File: src/rtl/scan_decoder.sv
// Registered N-to-2^N one-hot decoder with an auto-scan mode that walks the first
// SCAN_LEN outputs, DWELL cycles each; en=0 blanks the outputs and freezes scan state.
module scan_decoder #(
  parameter int SEL_W      = 4,
  parameter int SCAN_LEN   = 2**SEL_W,
  parameter int DWELL      = 1000,
  parameter bit ACTIVE_LOW = 1'b0
) (
  input  logic               clk,
  input  logic               rst,
  input  logic               en,
  input  logic               mode,
  input  logic               hold,
  input  logic [SEL_W-1:0]   sel_in,
  output logic [2**SEL_W-1:0] out,
  output logic [SEL_W-1:0]   sel_out,
  output logic               step,
  output logic               wrap
);
  localparam int N    = 2**SEL_W;
  localparam int DW_W = (DWELL > 1) ? $clog2(DWELL) : 1;
  localparam logic [DW_W-1:0]  DWELL_LAST = DW_W'(DWELL - 1);
  localparam logic [SEL_W-1:0] IDX_LAST   = SEL_W'(SCAN_LEN - 1);
  localparam logic [N-1:0]     OUT_IDLE   = ACTIVE_LOW ? {N{1'b1}} : {N{1'b0}};

  function automatic logic [N-1:0] decode(input logic [SEL_W-1:0] s);
    logic [N-1:0] v;
    v    = '0;
    v[s] = 1'b1;
    return ACTIVE_LOW ? ~v : v;
  endfunction

  logic [SEL_W-1:0] idx_q, idx_d, idx_next;
  logic [DW_W-1:0]  dwell_q, dwell_d;
  logic [N-1:0]     out_q, out_d;
  logic [SEL_W-1:0] sel_q, sel_d;
  logic             step_q, step_d;
  logic             wrap_q, wrap_d;

  always_comb begin
    idx_next = (idx_q == IDX_LAST) ? '0 : idx_q + 1'b1;
    idx_d    = idx_q;
    dwell_d  = dwell_q;
    out_d    = OUT_IDLE;
    sel_d    = sel_q;
    step_d   = 1'b0;
    wrap_d   = 1'b0;
    if (en) begin
      if (!mode) begin
        // Direct mode parks the scan so the next scan entry starts fresh at index 0.
        idx_d   = '0;
        dwell_d = '0;
        out_d   = decode(sel_in);
        sel_d   = sel_in;
      end else if (hold || (dwell_q != DWELL_LAST)) begin
        if (!hold) dwell_d = dwell_q + 1'b1;
        out_d = decode(idx_q);
        sel_d = idx_q;
      end else begin
        dwell_d = '0;
        idx_d   = idx_next;
        out_d   = decode(idx_next);
        sel_d   = idx_next;
        step_d  = 1'b1;
        wrap_d  = (idx_next == '0);
      end
    end
  end

  always_ff @(posedge clk or posedge rst) begin
    if (rst) begin
      idx_q   <= '0;
      dwell_q <= '0;
      out_q   <= OUT_IDLE;
      sel_q   <= '0;
      step_q  <= 1'b0;
      wrap_q  <= 1'b0;
    end else begin
      idx_q   <= idx_d;
      dwell_q <= dwell_d;
      out_q   <= out_d;
      sel_q   <= sel_d;
      step_q  <= step_d;
      wrap_q  <= wrap_d;
    end
  end

  assign out     = out_q;
  assign sel_out = sel_q;
  assign step    = step_q;
  assign wrap    = wrap_q;
endmodule

File: config.mk
export PLATFORM = sky130hd
export DESIGN_NAME = scan_decoder
export DESIGN_NICKNAME = d
export VERILOG_FILES = /design/src/rtl/scan_decoder.sv
export SDC_FILE = /design/constraint.sdc
export NUM_CORES = 1
export LEC_CHECK = 0
export CAP_MARGIN = 20
export CORE_UTILIZATION = 54
export CTS_CLUSTER_SIZE = 8
export DETAILED_ROUTE_END_ITERATION = 16
export HOLD_SLACK_MARGIN = 0.12
export PLACE_DENSITY = 0.79
export RECOVER_POWER = 50
export SLEW_MARGIN = 40
export SYNTH_ARGS = -nofsm -noshare
export SYNTH_HDL_FRONTEND = slang
export SYNTH_SLANG_ARGS = --single-unit
File: constraint.sdc
create_clock -name clk -period 2 [get_ports clk]
set_input_delay 0.5 -clock clk [delete_from_list [all_inputs] [get_ports clk]]
set_output_delay 0.5 -clock clk [all_outputs]
set_load 0.01 [all_outputs]
==> results.tsv, run 1 <==
metric	value	unit
Overflow after GRT	0	
Total Wirelength	5380	um
Rows	22	
Overall Global Routing Usage	29.5	%
area fraction of the dominant cell type after synthesis	42.2	%
CTS sink count	36	
Lkg Pwr	1.11	nW
GP Congestion	0.884	
Post-synth EDFFs	0	
FMAX	0.525	GHz
Synth-to-Final Area Change	25.5	%
Hold WC Path Type	reg -> reg	
largest net degree at the start of global routing	37	
initial antenna violation count	0	
Die Area	4210	sq um
ys flop type	dfrtp_1	
Rel. slew slack	42.5	%
Seq cells post-synth	36	
final setup vio count	0	
DR WL/cell	15.9	um
DRT iter0 DRCs	190	
Synth Area per Inst	8.69	sq um
unrepaired setup endpoints after global routing	yes	
H-tree depth	2	
mapped cell area	2140	sq um
IO Count	31	
leading area contributor after synthesis	dfrtp_1	
final hold vios	0	
clk buf depth	2	
via count	2034	
CP Launch Type	input port	
Syn Inst Count	246	
clk_lat worst skew	0.29	ns
total power	0.00151	W
CTS tree	done	
router iterations before antenna repair	5	
Final Skew	0.00669	ns
CP endpoint kind	register	
post-synth cell types	41	
crit path kind	in -> reg	
die width	64.9	um
Layout Utilization	72.2	%
sequential share of the synthesized area	42.2	%
final cell count without fillers	338	
final hold slack	0.540	ns
number of synthesis warnings	0	
Clock transition at path regs	0.07	ns
CP max stage cell	clkdlybuf4s50_1	
# DRC	0	
layout cells sized above 1	11.7	%
fin area	2680	sq um
Worst VDD drop	0.502	mV
Max Cap Viol	0	
cell area after placement	2590	sq um
period utilization	95.3	%
first-pass GRT wire length	9290	um
Via density	6.02	
fin. max-slew vios	0	
dominant cells by area after synthesis	dfrtp_1 42%, nand3_1 6.8%, o21ai_0 4.7%, ha_1 3.5%, nand4_1 3.5%	
CP required	2.17	ns
DRT antenna net count	0	
syn_nets	261	
core area	3720	sq um
WP data arrival	2.08	ns
Die Y	64.9	um
Slew @ Worst Pin	0.863	ns
P per Cell Area	565	nW/um^2
number of global-route vias before repair	1901	
CTS buffer count	5	
crit path cell chain	clkdlybuf4s50_1 -> nor4b_4 -> and3_2 -> buf_12 -> mux2i_1 -> o21ai_0	
Starting Density	57.5	%
clock period minus final worst setup slack	1.91	ns
# placed instances	330	
Max stage delay on crit path	0.48	ns
CTS Root Cell	clkbuf_8	
Async SR Flop Fraction	100	%
n_diodes	0	
HPWL reported at the end of detailed placement	3940	um
number of port buffers	30	
number of setup buffers added after CTS	0	
Crit Path Max Fanout	15	
outcome	complete, no violations	
Nets	304	
where the power goes:
group	switching (W)	internal, W	total [W]
clock	0.000253	0.000281	0.000534
sequential	0.0000134	0.000752	0.000765
combinational	0.000117	0.0000989	0.000216
state kept, by name (all words and copies together), names as in the netlist:
name     count
wrap         1
idx_q        4
out         16
dwell_q     10
step         1
sel_out      4
critical path, delay by kind of cell:
| family | cells | cell delay (ns) |
|---|---|---|
| AOI/OAI and AO/OA | 1 | 0.09 |
| buffers and inverters | 2 | 0.63 |
| muxes | 1 | 0.18 |
| and+or+nand+nor | 2 | 0.67 |
Yosys cell counts (2+ instances only):
cell and n:
a22o_1 2, nand2_1 18, nor4_1 4, nor2b_1 2
inv_1 8, nand4_1 12, o211ai_1 2, xor2_1 2
buf_2 3, nor2_1 17, nand3_1 29, mux2i_1 3
o21ai_0 20, ha_1 6, dfrtp_1 36, nor3_1 10
a31oi_1 2, a311o_1 2, and3_1 3, nand2b_1 10
a21boi_0 2, a21oi_1 14, and2_1 2, o22ai_1 6
xnor2_1 7, clkbuf_1 9
placed cells by master, fill, tap and decap left out, drive strengths merged, types with 7 or more instances in the layout:
| master | instances |
|---|---|
| buf | 20 |
| clkbuf | 9 |
| nand2 | 18 |
| inv | 8 |
| dfrtp | 36 |
| a21oi | 14 |
| xnor2 | 7 |
| nor3 | 10 |
| clkdlybuf4s50 | 29 |
| nor2 | 17 |
| nand4 | 12 |
| o21ai | 21 |
| nand3 | 29 |
| nand2b | 10 |
cells by family (layout without fill, tap and decap cells):
logic type / after synthesis / after routing / synth area share, %
flops: 36 / 36 / 42.2
simple gates: 110 / 110 / 26.8
fa+ha+maj: 6 / 6 / 3.51
buf+inv: 23 / 67 / 5.09
mux: 4 / 4 / 1.93
compound gates: 58 / 58 / 16.8
xor+xnor: 9 / 9 / 3.69
path summary, 6_finish.rpt:
check / to / slack (ns) / depth (start not counted) / startpoint
max: sel_out[0] / 0.09 / 6 / hold
min: dwell_q[0] / 0.54 / 1 / dwell_q[0]
max reg2reg: sel_out[0] / 0.23 / 5 / dwell_q[3]
min reg2reg: dwell_q[0] / 0.54 / 1 / dwell_q[0]
max in group asynchronous: out[10] / 0.57 / 3 / rst
min in group asynchronous: dwell_q[8] / 0.90 / 3 / rst
per-stage QoR:
step | worst slack, ns | TNS [ns]
after floorplan | 0.326 | 0
after global placement | -0.114 | -2.31
after detailed placement | -0.236 | -4.91
after CTS | 0.0502 | 0
after global routing | -0.00395 | -0.00395
final | 0.0947 | 0
cell type report:
type / count / area [sq um]
Multi-Input combinational cell: 187 / 1130
Inverter: 8 / 30.0
Clock buffer: 8 / 90.1
Tap cell: 48 / 60.1
Sequential cell: 36 / 901
Fill cell: 287 / 1030
Timing Repair Buffer: 51 / 468
layer usage:
layer  GRT usage (%)  up-vias  share of wire (%)
li1                -      980                  -
met1            41.7      940                 46
met2            44.4      104                 45
met3            5.99       10                6.9
met4            10.8        0                1.8
met5               0        -                  0
repair_timing:
item | CTS | global route
endpoints found under the setup margin | 0 | 6
gates resized for setup | 0 | 2
hold buffers | 0 | 0
Power figures use the tool's default switching activity.
==> inputs of run 2 (changes only) <==
Settings changed: CORE_UTILIZATION 54 to 55, DONT_BUFFER_PORTS set to 1, PLACE_DENSITY 0.79 to 0.7, SLEW_MARGIN 40 to not set.
==> run 2 against run 1 <==
Against the previous run:
- first-iteration DRC count increased by 3.7%
- combinational power shrank 50%
- die area down 1.8%
- sequential share of layout area increased by 6.6 points
- critical path depth decreased by 1
- worst setup slack improved by 0.080 ns
==> results.tsv, run 2 (synthesis results as in run 1) <==
metric	value	unit	change
outcome	complete, no violations		
Logic pwr share	7.6	%	-6.7 points
final setup vio count	0		unchanged
number of setup buffers added after CTS	0		unchanged
Hold Path Depth	1		unchanged
GP Congestion	0.899		+1.7%
hold_buf cts	0		unchanged
clk buf depth	2		unchanged
Total Wirelength	5110	um	-5.0%
Overall Global Routing Usage	27.7	%	-1.8 points
Rows	22		unchanged
Clock transition at path regs	0.07	ns	about the same
CP required	2.17	ns	about the same
register area	901	sq um	unchanged
H-tree depth	2		unchanged
initial antenna violation count	0		unchanged
CTS sink count	36		unchanged
DRT iter0 DRCs	197		+3.7%
WP data arrival	2.00	ns	-0.08 ns
Max Cap Viol	0		unchanged
final hold vios	0		unchanged
CP Launch Type	register		
Via density	6.36		+5.7%
FF-to-FF End	idx_q[3]		
CP endpoint kind	register		
cts repair resizes	0		unchanged
CTS buffer count	5		unchanged
largest delay contributor family on the critical path	compound AO/OA/AOI/OAI gates		
Overflow after GRT	0		unchanged
layout cells sized above 1	6.56	%	-5.2 points
hold wc startpoint	hold		
number of port buffers	0		-100%
Die Y	64.3	um	-0.89%
core area	3690	sq um	-0.74%
Lkg Pwr	0.920	nW	-17%
Pint	0.00107	W	-5.4%
number of global-route vias before repair	1745		-8.2%
max reg flops	16		unchanged
Final Skew	0.00451	ns	-0.00219 ns
Hold WC Path Type	in -> reg		
crit path kind	reg -> reg		
commonest cells after routing, fill and taps aside	36 x dfrtp_1, 29 x nand3_1, 20 x o21ai_0		
fillers	343		+20%
period utilization	91.2	%	-4.0 points
die width	64.3	um	-0.89%
Hold EP	dwell_q[0]		
router iterations before antenna repair	5		unchanged
worst reg2reg path startpoint	idx_q[0]		
crit path cell chain	ha_1 -> nand2b_1 -> o211a_1 -> nor3_1 -> a311o_1		
Slew @ Worst Pin	0.876	ns	+0.0125 ns
CP max stage cell	dfrtp_1		
FMAX	0.548	GHz	+4.4%
clock period minus final worst setup slack	1.82	ns	-0.0803 ns
Synth-to-Final Area Change	4.98	%	
total power	0.00141	W	-6.8%
DR WL/cell	17.5	um	+9.9%
first-pass GRT wire length	8760	um	-5.7%
clk_lat worst skew	0.29	ns	about the same
sequential share of power	55.0	%	+4.5 points
n_diodes	0		unchanged
via count	1858		-8.7%
HPWL reported at the end of detailed placement	3450	um	-12%
unrepaired setup endpoints after global routing	no		
Final TNS setup	0	ns	unchanged
Clock power frac	37.4	%	+2.2 points
P per Cell Area	629	nW/um^2	+11%
largest net degree at the start of global routing	37		unchanged
Nets	258		-15%
DRT antenna net count	0		unchanged
commonest non-fill, non-tap cell in the layout	dfrtp_1		
Max stage delay on crit path	0.52	ns	+0.04 ns
CTS tree	done		
area of the multi-input gates	1130	sq um	-0.55%
Worst VDD drop	0.427	mV	-15%
Crit Path Max Fanout	10		-5
Sw Ratio	24.2	%	-1.1 points
IO Count	31		unchanged
Die Area	4140	sq um	-1.8%
fin. max-slew vios	0		unchanged
switching power	0.000342	W	-11%
FF-to-FF path depth	5		unchanged
# DRC	0		unchanged
CTS Root Cell	clkbuf_8		
Buf/Inv on CP	0		-2
Starting Density	57.9	%	+0.43 points
setup slack, reg-to-reg	0.18	ns	-0.05 ns
Rel. slew slack	41.6	%	-0.83 points
[run 2: how the worst max path moves through the flow]
stage | startpoint | to | slack, ns | cells past startpoint
2_1_floorplan | idx_q[0] | idx_q[3] | 0.33 | 6
3_3_place_gp | idx_q[0] | idx_q[3] | 0.18 | 5
6_report | idx_q[0] | idx_q[3] | 0.18 | 5
3_5_place_dp | idx_q[0] | idx_q[3] | 0.18 | 5
4_1_cts | idx_q[0] | idx_q[3] | 0.18 | 5
5_1_grt | idx_q[0] | idx_q[3] | 0.05 | 5
[run 2: metrics by stage]
stage,cells,setup WS [ns],hold WS [ns],util [%],area [sq um]
2_1_floorplan,246,0.326,0.481,-,2140
3_3_place_gp,284,0.179,0.505,58.4,2160
3_5_place_dp,284,0.182,0.520,58.4,2160
4_1_cts,292,0.178,0.225,60.9,2250
5_1_grt,292,0.0476,0.326,60.8,2240
6_report,292,0.175,0.324,60.8,2240
[run 2: layout make-up]
| cell class | count | share of cell area, % |
|---|---|---|
| Sequential cell | 36 | 40.2 |
| Inverter | 8 | 1.34 |
| Clock buffer | 8 | 4.02 |
| Tap cell | 48 | 2.68 |
| Timing Repair Buffer | 5 | 1.56 |
| Multi-Input combinational cell | 187 | 50.3 |
[run 2: power groups by stage]
stage               Combinational [W]  Clock, W  Sequential [W]
finish                       0.000108  0.000528        0.000777
floorplan                   0.0000977         0        0.000787
detailed placement           0.000106         0        0.000790
CTS                          0.000108  0.000537        0.000777
global route                 0.000123  0.000563        0.000780
global placement             0.000105         0        0.000790
[run 2: routing by layer]
| layer | up-vias | GRT usage, % | share of wire, % |
|---|---|---|---|
| li1 | 884 | - | - |
| met4 | 0 | 6.67 | 1.5 |
| met2 | 97 | 37.2 | 40 |
| met5 | - | 0 | 0 |
| met3 | 10 | 9.11 | 10 |
| met1 | 867 | 42.2 | 49 |
